File: src/rtl/mem_stage_if.sv
// Bus interfaces around the memory-access stage.
//   ex_mem_if : execute -> mem_stage instruction handoff (master = execute, slave = mem_stage)
//   dmem_if   : mem_stage -> data memory req/ack port   (master = mem_stage, slave = memory)
//   wb_if     : mem_stage -> write-back payload          (master = mem_stage, slave = write-back)
interface ex_mem_if #(
    parameter int unsigned DATA_WIDTH = 32
);
    logic                  valid_i;
    logic                  ready_o;
    logic [DATA_WIDTH-1:0] alu_result_i;
    logic [DATA_WIDTH-1:0] store_data_i;
    logic                  is_load_i;
    logic                  is_store_i;
    logic [1:0]            size_i;
    logic                  unsigned_i;

    modport master (
        output valid_i, alu_result_i, store_data_i, is_load_i, is_store_i, size_i, unsigned_i,
        input  ready_o
    );
    modport slave (
        input  valid_i, alu_result_i, store_data_i, is_load_i, is_store_i, size_i, unsigned_i,
        output ready_o
    );
endinterface

interface dmem_if #(
    parameter int unsigned DATA_WIDTH = 32,
    parameter int unsigned ADDR_WIDTH = 32
);
    logic                    dmem_req_o;
    logic                    dmem_we_o;
    logic [ADDR_WIDTH-1:0]   dmem_addr_o;
    logic [DATA_WIDTH/8-1:0] dmem_be_o;
    logic [DATA_WIDTH-1:0]   dmem_wdata_o;
    logic                    dmem_ack_i;
    logic [DATA_WIDTH-1:0]   dmem_rdata_i;

    modport master (
        output dmem_req_o, dmem_we_o, dmem_addr_o, dmem_be_o, dmem_wdata_o,
        input  dmem_ack_i, dmem_rdata_i
    );
    modport slave (
        input  dmem_req_o, dmem_we_o, dmem_addr_o, dmem_be_o, dmem_wdata_o,
        output dmem_ack_i, dmem_rdata_i
    );
endinterface

interface wb_if #(
    parameter int unsigned DATA_WIDTH = 32
);
    logic                  wb_valid_o;
    logic [DATA_WIDTH-1:0] alu_result_o;
    logic [DATA_WIDTH-1:0] data_from_mem_o;
    logic                  is_load_o;
    logic                  is_store_o;

    modport master (
        output wb_valid_o, alu_result_o, data_from_mem_o, is_load_o, is_store_o
    );
    modport slave (
        input  wb_valid_o, alu_result_o, data_from_mem_o, is_load_o, is_store_o
    );
endinterface

File: src/rtl/mem_stage.sv
// Memory-access stage: accepts one instruction from execute, issues at most one
// data-memory request (req held until ack), aligns and extends load data, and
// hands the result to write-back with a one-cycle wb_valid_o pulse.
// Ports:
//   clk_i, rst_i   clock, asynchronous active-high reset
//   ex   (slave)   instruction from execute (valid/ready)
//   dmem (master)  data-memory request port
//   wb   (master)  registered write-back payload
//   misalign_o     only with MEM_STAGE_MISALIGN_CHK_EN: misaligned access flagged with wb_valid_o
// Optional feature macro: MEM_STAGE_MISALIGN_CHK_EN (misaligned halves/words skip the
// memory access and are reported instead of being truncated).
module mem_stage #(
    parameter int unsigned DATA_WIDTH = 32,
    parameter int unsigned ADDR_WIDTH = 32
) (
    input  logic     clk_i,
    input  logic     rst_i,
    ex_mem_if.slave  ex,
    dmem_if.master   dmem,
    wb_if.master     wb
`ifdef MEM_STAGE_MISALIGN_CHK_EN
    ,
    output logic     misalign_o
`endif
);

    localparam int unsigned BE_W = DATA_WIDTH / 8;

    typedef enum logic [1:0] {
        IDLE   = 2'd0,
        ACCESS = 2'd1,
        DONE   = 2'd2
    } state_t;

    state_t state;
    state_t state_nxt;

    logic            accept_c;
    logic            ack_c;
    logic [1:0]      off_c;
    logic            is_mem_c;
    logic            mis_c;
    logic [BE_W-1:0] be_c;
    logic [DATA_WIDTH-1:0] wdata_c;

    logic [1:0]      off_q;
    logic [1:0]      size_q;
    logic            uns_q;

    logic [7:0]            byte_c;
    logic [15:0]           half_c;
    logic [DATA_WIDTH-1:0] ext_c;

    // Accept-time decode of the incoming instruction
    always_comb begin
        off_c    = ex.alu_result_i[1:0];
        is_mem_c = ex.is_load_i | ex.is_store_i;
`ifdef MEM_STAGE_MISALIGN_CHK_EN
        mis_c    = is_mem_c && (((ex.size_i == 2'b01) && off_c[0]) ||
                                (ex.size_i[1] && (off_c != 2'b00)));
`else
        mis_c    = 1'b0;
`endif
        // Lanes shifted past byte 3 fall off the 4-bit enable
        case (ex.size_i)
            2'b00:   be_c = BE_W'(4'b0001 << off_c);
            2'b01:   be_c = BE_W'(4'b0011 << off_c);
            default: be_c = {BE_W{1'b1}};
        endcase
        case (ex.size_i)
            2'b00:   wdata_c = {4{ex.store_data_i[7:0]}};
            2'b01:   wdata_c = {2{ex.store_data_i[15:0]}};
            default: wdata_c = ex.store_data_i;
        endcase
    end

    // Load data alignment and extension from the captured offset/size
    always_comb begin
        byte_c = 8'h00;
        half_c = 16'h0000;
        ext_c  = dmem.dmem_rdata_i;
        case (off_q)
            2'd0: begin
                byte_c = dmem.dmem_rdata_i[7:0];
                half_c = dmem.dmem_rdata_i[15:0];
            end
            2'd1: begin
                byte_c = dmem.dmem_rdata_i[15:8];
                half_c = dmem.dmem_rdata_i[23:8];
            end
            2'd2: begin
                byte_c = dmem.dmem_rdata_i[23:16];
                half_c = dmem.dmem_rdata_i[31:16];
            end
            default: begin
                byte_c = dmem.dmem_rdata_i[31:24];
                half_c = {8'h00, dmem.dmem_rdata_i[31:24]};
            end
        endcase
        case (size_q)
            2'b00:   ext_c = uns_q ? {{(DATA_WIDTH-8){1'b0}}, byte_c}
                                   : {{(DATA_WIDTH-8){byte_c[7]}}, byte_c};
            2'b01:   ext_c = uns_q ? {{(DATA_WIDTH-16){1'b0}}, half_c}
                                   : {{(DATA_WIDTH-16){half_c[15]}}, half_c};
            default: ext_c = dmem.dmem_rdata_i;
        endcase
    end

    // State register
    always_ff @(posedge clk_i or posedge rst_i) begin
        if (rst_i) begin
            state <= IDLE;
        end else begin
            state <= state_nxt;
        end
    end

    // Next-state logic
    always_comb begin
        state_nxt = state;
        accept_c  = 1'b0;
        ack_c     = 1'b0;
        case (state)
            IDLE: begin
                if (ex.valid_i) begin
                    accept_c  = 1'b1;
                    state_nxt = (is_mem_c && !mis_c) ? ACCESS : DONE;
                end
            end
            ACCESS: begin
                if (dmem.dmem_ack_i) begin
                    ack_c     = 1'b1;
                    state_nxt = DONE;
                end
            end
            DONE:    state_nxt = IDLE;
            default: state_nxt = IDLE;
        endcase
    end

    // Registered outputs; handshake flags are decoded from the next state so they
    // line up with the state register and clear asynchronously on reset
    always_ff @(posedge clk_i or posedge rst_i) begin
        if (rst_i) begin
            ex.ready_o         <= 1'b1;
            dmem.dmem_req_o    <= 1'b0;
            dmem.dmem_we_o     <= 1'b0;
            dmem.dmem_addr_o   <= '0;
            dmem.dmem_be_o     <= '0;
            dmem.dmem_wdata_o  <= '0;
            wb.wb_valid_o      <= 1'b0;
            wb.alu_result_o    <= '0;
            wb.data_from_mem_o <= '0;
            wb.is_load_o       <= 1'b0;
            wb.is_store_o      <= 1'b0;
            off_q              <= 2'b00;
            size_q             <= 2'b00;
            uns_q              <= 1'b0;
`ifdef MEM_STAGE_MISALIGN_CHK_EN
            misalign_o         <= 1'b0;
`endif
        end else begin
            ex.ready_o      <= (state_nxt == IDLE);
            dmem.dmem_req_o <= (state_nxt == ACCESS);
            wb.wb_valid_o   <= (state_nxt == DONE);
`ifdef MEM_STAGE_MISALIGN_CHK_EN
            misalign_o      <= accept_c && mis_c;
`endif
            if (accept_c) begin
                wb.alu_result_o    <= ex.alu_result_i;
                wb.is_load_o       <= ex.is_load_i & ~mis_c;
                wb.is_store_o      <= ex.is_store_i & ~mis_c;
                wb.data_from_mem_o <= '0;
                dmem.dmem_addr_o   <= {ex.alu_result_i[ADDR_WIDTH-1:2], 2'b00};
                // Load+store collisions are serviced as loads
                dmem.dmem_we_o     <= ex.is_store_i & ~ex.is_load_i;
                dmem.dmem_be_o     <= be_c;
                dmem.dmem_wdata_o  <= wdata_c;
                off_q              <= off_c;
                size_q             <= ex.size_i;
                uns_q              <= ex.unsigned_i;
            end
            if (ack_c && wb.is_load_o) begin
                wb.data_from_mem_o <= ext_c;
            end
        end
    end

endmodule

File: src/flat_wrapper.sv
// flat-port wrapper written by rule: the top's interface ports become plain ports
module mem_stage_flat 
#(
    parameter int unsigned DATA_WIDTH = 32,
    parameter int unsigned ADDR_WIDTH = 32
)
  (clk_i, rst_i, ex_valid_i, ex_alu_result_i, ex_store_data_i, ex_is_load_i, ex_is_store_i, ex_size_i, ex_unsigned_i, ex_ready_o, dmem_dmem_req_o, dmem_dmem_we_o, dmem_dmem_addr_o, dmem_dmem_be_o, dmem_dmem_wdata_o, dmem_dmem_ack_i, dmem_dmem_rdata_i, wb_wb_valid_o, wb_alu_result_o, wb_data_from_mem_o, wb_is_load_o, wb_is_store_o);
  ex_mem_if #(.DATA_WIDTH(DATA_WIDTH)) ex_i ();
  dmem_if #(.DATA_WIDTH(DATA_WIDTH), .ADDR_WIDTH(ADDR_WIDTH)) dmem_i ();
  wb_if #(.DATA_WIDTH(DATA_WIDTH)) wb_i ();
  input  logic clk_i;
  input  logic rst_i;
  input wire logic [$bits(ex_i.valid_i)-1:0] ex_valid_i;
  input wire logic [$bits(ex_i.alu_result_i)-1:0] ex_alu_result_i;
  input wire logic [$bits(ex_i.store_data_i)-1:0] ex_store_data_i;
  input wire logic [$bits(ex_i.is_load_i)-1:0] ex_is_load_i;
  input wire logic [$bits(ex_i.is_store_i)-1:0] ex_is_store_i;
  input wire logic [$bits(ex_i.size_i)-1:0] ex_size_i;
  input wire logic [$bits(ex_i.unsigned_i)-1:0] ex_unsigned_i;
  output wire logic [$bits(ex_i.ready_o)-1:0] ex_ready_o;
  output wire logic [$bits(dmem_i.dmem_req_o)-1:0] dmem_dmem_req_o;
  output wire logic [$bits(dmem_i.dmem_we_o)-1:0] dmem_dmem_we_o;
  output wire logic [$bits(dmem_i.dmem_addr_o)-1:0] dmem_dmem_addr_o;
  output wire logic [$bits(dmem_i.dmem_be_o)-1:0] dmem_dmem_be_o;
  output wire logic [$bits(dmem_i.dmem_wdata_o)-1:0] dmem_dmem_wdata_o;
  input wire logic [$bits(dmem_i.dmem_ack_i)-1:0] dmem_dmem_ack_i;
  input wire logic [$bits(dmem_i.dmem_rdata_i)-1:0] dmem_dmem_rdata_i;
  output wire logic [$bits(wb_i.wb_valid_o)-1:0] wb_wb_valid_o;
  output wire logic [$bits(wb_i.alu_result_o)-1:0] wb_alu_result_o;
  output wire logic [$bits(wb_i.data_from_mem_o)-1:0] wb_data_from_mem_o;
  output wire logic [$bits(wb_i.is_load_o)-1:0] wb_is_load_o;
  output wire logic [$bits(wb_i.is_store_o)-1:0] wb_is_store_o;
  assign ex_i.valid_i = ex_valid_i;
  assign ex_i.alu_result_i = ex_alu_result_i;
  assign ex_i.store_data_i = ex_store_data_i;
  assign ex_i.is_load_i = ex_is_load_i;
  assign ex_i.is_store_i = ex_is_store_i;
  assign ex_i.size_i = ex_size_i;
  assign ex_i.unsigned_i = ex_unsigned_i;
  assign ex_ready_o = ex_i.ready_o;
  assign dmem_dmem_req_o = dmem_i.dmem_req_o;
  assign dmem_dmem_we_o = dmem_i.dmem_we_o;
  assign dmem_dmem_addr_o = dmem_i.dmem_addr_o;
  assign dmem_dmem_be_o = dmem_i.dmem_be_o;
  assign dmem_dmem_wdata_o = dmem_i.dmem_wdata_o;
  assign dmem_i.dmem_ack_i = dmem_dmem_ack_i;
  assign dmem_i.dmem_rdata_i = dmem_dmem_rdata_i;
  assign wb_wb_valid_o = wb_i.wb_valid_o;
  assign wb_alu_result_o = wb_i.alu_result_o;
  assign wb_data_from_mem_o = wb_i.data_from_mem_o;
  assign wb_is_load_o = wb_i.is_load_o;
  assign wb_is_store_o = wb_i.is_store_o;
  mem_stage #(.DATA_WIDTH(DATA_WIDTH), .ADDR_WIDTH(ADDR_WIDTH)) u_core (.clk_i(clk_i), .rst_i(rst_i), .ex(ex_i), .dmem(dmem_i), .wb(wb_i));
endmodule
File: config.mk
export PLATFORM = sky130hd
export DESIGN_NAME = mem_stage_flat
export DESIGN_NICKNAME = d
export VERILOG_FILES = /design/src/rtl/mem_stage_if.sv /design/src/rtl/mem_stage.sv /design/src/flat_wrapper.sv
export SDC_FILE = /design/constraint.sdc
export NUM_CORES = 1
export LEC_CHECK = 0
export ABC_AREA = 1
export BUFFER_PORTS_ARGS = -buffer_cell sky130_fd_sc_hd__buf_2
export CORE_UTILIZATION = 45
export DETAILED_ROUTE_END_ITERATION = 7
export PLACE_DENSITY = 0.73
export SYNTH_ARGS = -nofsm -noshare
export SYNTH_HDL_FRONTEND = slang
export SYNTH_SLANG_ARGS = --single-unit
File: constraint.sdc
create_clock -name clk_i -period 7.15 [get_ports clk_i]
set_clock_uncertainty 0.15 [all_clocks]
set_input_delay 0.3575 -clock clk_i [delete_from_list [all_inputs] [get_ports clk_i]]
set_output_delay 0.3575 -clock clk_i [all_outputs]
set_load 0.05 [all_outputs]
==> impl_metrics.ini <==
[status]
status = complete, but fails checks
violations = design-rule violations

[logic_synthesis]
synth_top_family_by_area = simple AND/OR/NAND/NOR gates
syn_area_per_cell_um2 = 7.873
synth_fa_ha_area_frac = 0
ys.flop_type = dfrtp_1
yosysSeqAreaShare = 0.5086
synth_xor_xnor_area_share = 0
syn_area_mm2 = 0.005464
synth_async_sr_flop_share = 1.000
yosysUniqueCellTypes = 30
ys.warnings.count = 0
synthMuxAreaShare = 0
synth_compound_area_frac = 0.08656
synthTopCellsByArea = dfrtp_1, nand2_1, buf_4
synth_edf_count = 0
synth-seq-cells = 111
yosysTopAreaCellShare = 0.5038
netlist_instances = 694
synth_top_area_cell = dfrtp_1
yosys.area_share.simple = 0.3034
yosysMostFrequentCell = nand2_1
synth_common_cells = nand2_1, dfrtp_1, nor2_1, nand3_1, buf_4

[floorplan]
die_area_mm2 = 0.01259
start_util = 0.4705
io-pin-count = 243
placement_rows = 39
die_h_um = 112.2
die_x_um = 112.2
core_mm2 = 0.01161

[timing]
setup_viol = 0
rsz0062_at_grt = no
hold_viol = 0
fmax_mhz = 413.5
worst_pin_slew_ns = 1.139
fin_crit_sh = 0.3383
post-route-min-period_ns = 2.419
maxSlewViolCount = 0
setup_tns_ns = 0
maxSlewHeadroom = 0.2395

[critical_path]
rr_endpoint = u_core.wb.data_from_mem_o[7]$_DFFE_PP0P_
r2r_cells = 5
worstSetupPathType = reg2reg
endpoint_kind = flip-flop
crit_required_ns = 7.28
worst-path-max-fanout = 23
startpoint_type = flip-flop
r2r-start = u_core.state[1]$_DFF_PP0_
crit_arrival_ns = 2.54
reg2reg_slack_ns = 4.73

[clock_network]
cts-root-buf = clkbuf_16
cts-buffers-inserted = 9
worstSkewPairLatency_ns = 0.35
cts_tree = built
post_cts_buffers = 0
clock_path_buffers = 2
clk_pin_slew_ns = 0.08
h-tree-depth = 3
cts.sinks = 111

[global_route]
grt_pass1_wl_um = 24760
overflow = 0
grt_max_degree = 84
grt_pass1_vias = 4903
antenna_found_initial = 0
grt_util_all_layers = 0.2524

[final_layout]
final_core_util = 0.5822
layout.nets = 986
drive_above_1_share = 0.3138
syn_to_final_growth_pct = 23.75
antenna-diode-count = 0

[place]
io_buffers = 240
place_congestion = 0.9470
dpl.hpwl_um = 10990

[hold_path]
hp-class = in2reg
min_to = u_core.wb.alu_result_o[30]$_DFFE_PP0P_
min_delay_path_depth = 3
hp-start = ex_alu_result_i[30]

[pwr]
p_sw_mw = 1.818
switching_share = 0.5506
clock_power_share = 0.160
p_per_area_mw_per_mm2 = 488.2
cellLeakagePower_nw = 3.864
power_frac_seq = 0.306
internal_power_mw = 1.484
total_power_mw = 3.301
power_frac_comb = 0.535
ir_drop_v = 0.0004483

[routing]
dr.pass1.iters = 6
wl_um = 15320
vias = 5146
wl_per_cell_um = 14.89
drt_iter0_markers = 383
via_per_inst = 5.001
postRouteAntennaNets = 0
drc = 12

[flow_run]
maxCapViolations = 0
logic make-up after synthesis:
group / Yosys count
DFF: 111
buffers and inverters: 100
other: 1
and+or+nand+nor: 401
AOI/OAI and AO/OA: 81
cell usage in the layout, fill, tap and decap left out, types with 4 or more instances in the layout:
master       n
nor2_1      60
a21oi_1     24
buf_2      240
dfrtp_1    110
clkbuf_16    9
inv_2        6
nand2_1    284
inv_1       25
o211ai_1    10
nand3_1     44
a31oi_1      9
a21boi_0     5
nand3_2      4
o21ai_0     27
through the flow:
stage	std cells	worst slack, ns	area, um^2	hold slack, ns
after detailed placement	1012	4.635	6435	0.2154
after floorplan	695	3.714	5468	0.3148
after global routing	1029	4.426	6761	0.03954
after CTS	1029	4.719	6761	0.03094
after global placement	1012	4.700	6435	0.2121
final	1029	4.731	6761	0.04303
sequential cells by signal, summed over array words and instances, names as in the netlist:
name and cells:
u_core.dmem.dmem_wdata_o 32, u_core.wb.data_from_mem_o 32, u_core.wb.alu_result_o 31, u_core.dmem.dmem_be_o 4, u_core.size_q 2, u_core.state 2
u_core.dmem.dmem_addr_o 1, u_core.dmem.dmem_req_o 1, u_core.dmem.dmem_we_o 1, u_core.ex.ready_o 1, u_core.uns_q 1, u_core.wb.is_load_o 1
u_core.wb.is_store_o 1, u_core.wb.wb_valid_o 1
metal layers:
| layer | global-route usage | wire length, um | up-vias |
|---|---|---|---|
| met2 | 0.3925 | 6941 | 241 |
| met5 | 0 | 0 | - |
| li1 | - | - | 2534 |
| met1 | 0.3337 | 6598 | 2342 |
| met3 | 0.07127 | 1381 | 29 |
| met4 | 0.1022 | 402 | 0 |
cell type report:
type / count / area [um^2]
Tap cell: 143 / 178.9
Multi-Input combinational cell: 484 / 2138
Sequential cell: 111 / 2779
Inverter: 32 / 122.6
Timing Repair Buffer: 243 / 1226
Fill cell: 1115 / 4852
Clock inverter: 7 / 91.34
Clock buffer: 9 / 225.2
how the worst max path moves through the flow:
stage,startpoint,end,depth (start not counted)
floorplan,rst_i,u_core.dmem.dmem_addr_o[31]$_DFFE_PP0P_,1
global placement,ex_valid_i,u_core.wb.data_from_mem_o[0]$_DFFE_PP0P_,8
detailed placement,ex_valid_i,u_core.wb.data_from_mem_o[3]$_DFFE_PP0P_,8
CTS,u_core.state[0]$_DFF_PP0_,u_core.wb.data_from_mem_o[0]$_DFFE_PP0P_,8
global route,u_core.state[0]$_DFF_PP0_,u_core.wb.data_from_mem_o[3]$_DFFE_PP0P_,8
finish,u_core.state[1]$_DFF_PP0_,u_core.wb.data_from_mem_o[7]$_DFFE_PP0P_,5
critical path, stage by stage, from the launching register on:
cell	delay (ns)
dfrtp_1	0.44
nor2_1	0.21
nand3_1	0.63
inv_1	0.58
o21ai_0	0.14
o21ai_0	0.17
power by group through the flow:
stage / registers, mW / clock network, mW / logic (mW)
after global placement: 1.02 / 0 / 1.75
after CTS: 1.01 / 0.542 / 1.77
after floorplan: 1.67 / 0 / 0.804
after global routing: 1.04 / 0.564 / 1.87
after detailed placement: 1.01 / 0 / 1.77
final: 1.01 / 0.528 / 1.76
what timing repair did:
| action | CTS | global route |
|---|---|---|
| gates resized for setup | 0 | 0 |
| endpoints found under the hold margin | 28 | 0 |
| hold buffers | 1 | 0 |
| setup endpoints to repair | 0 | 0 |
Note: power is estimated with default switching activity, not from simulation.
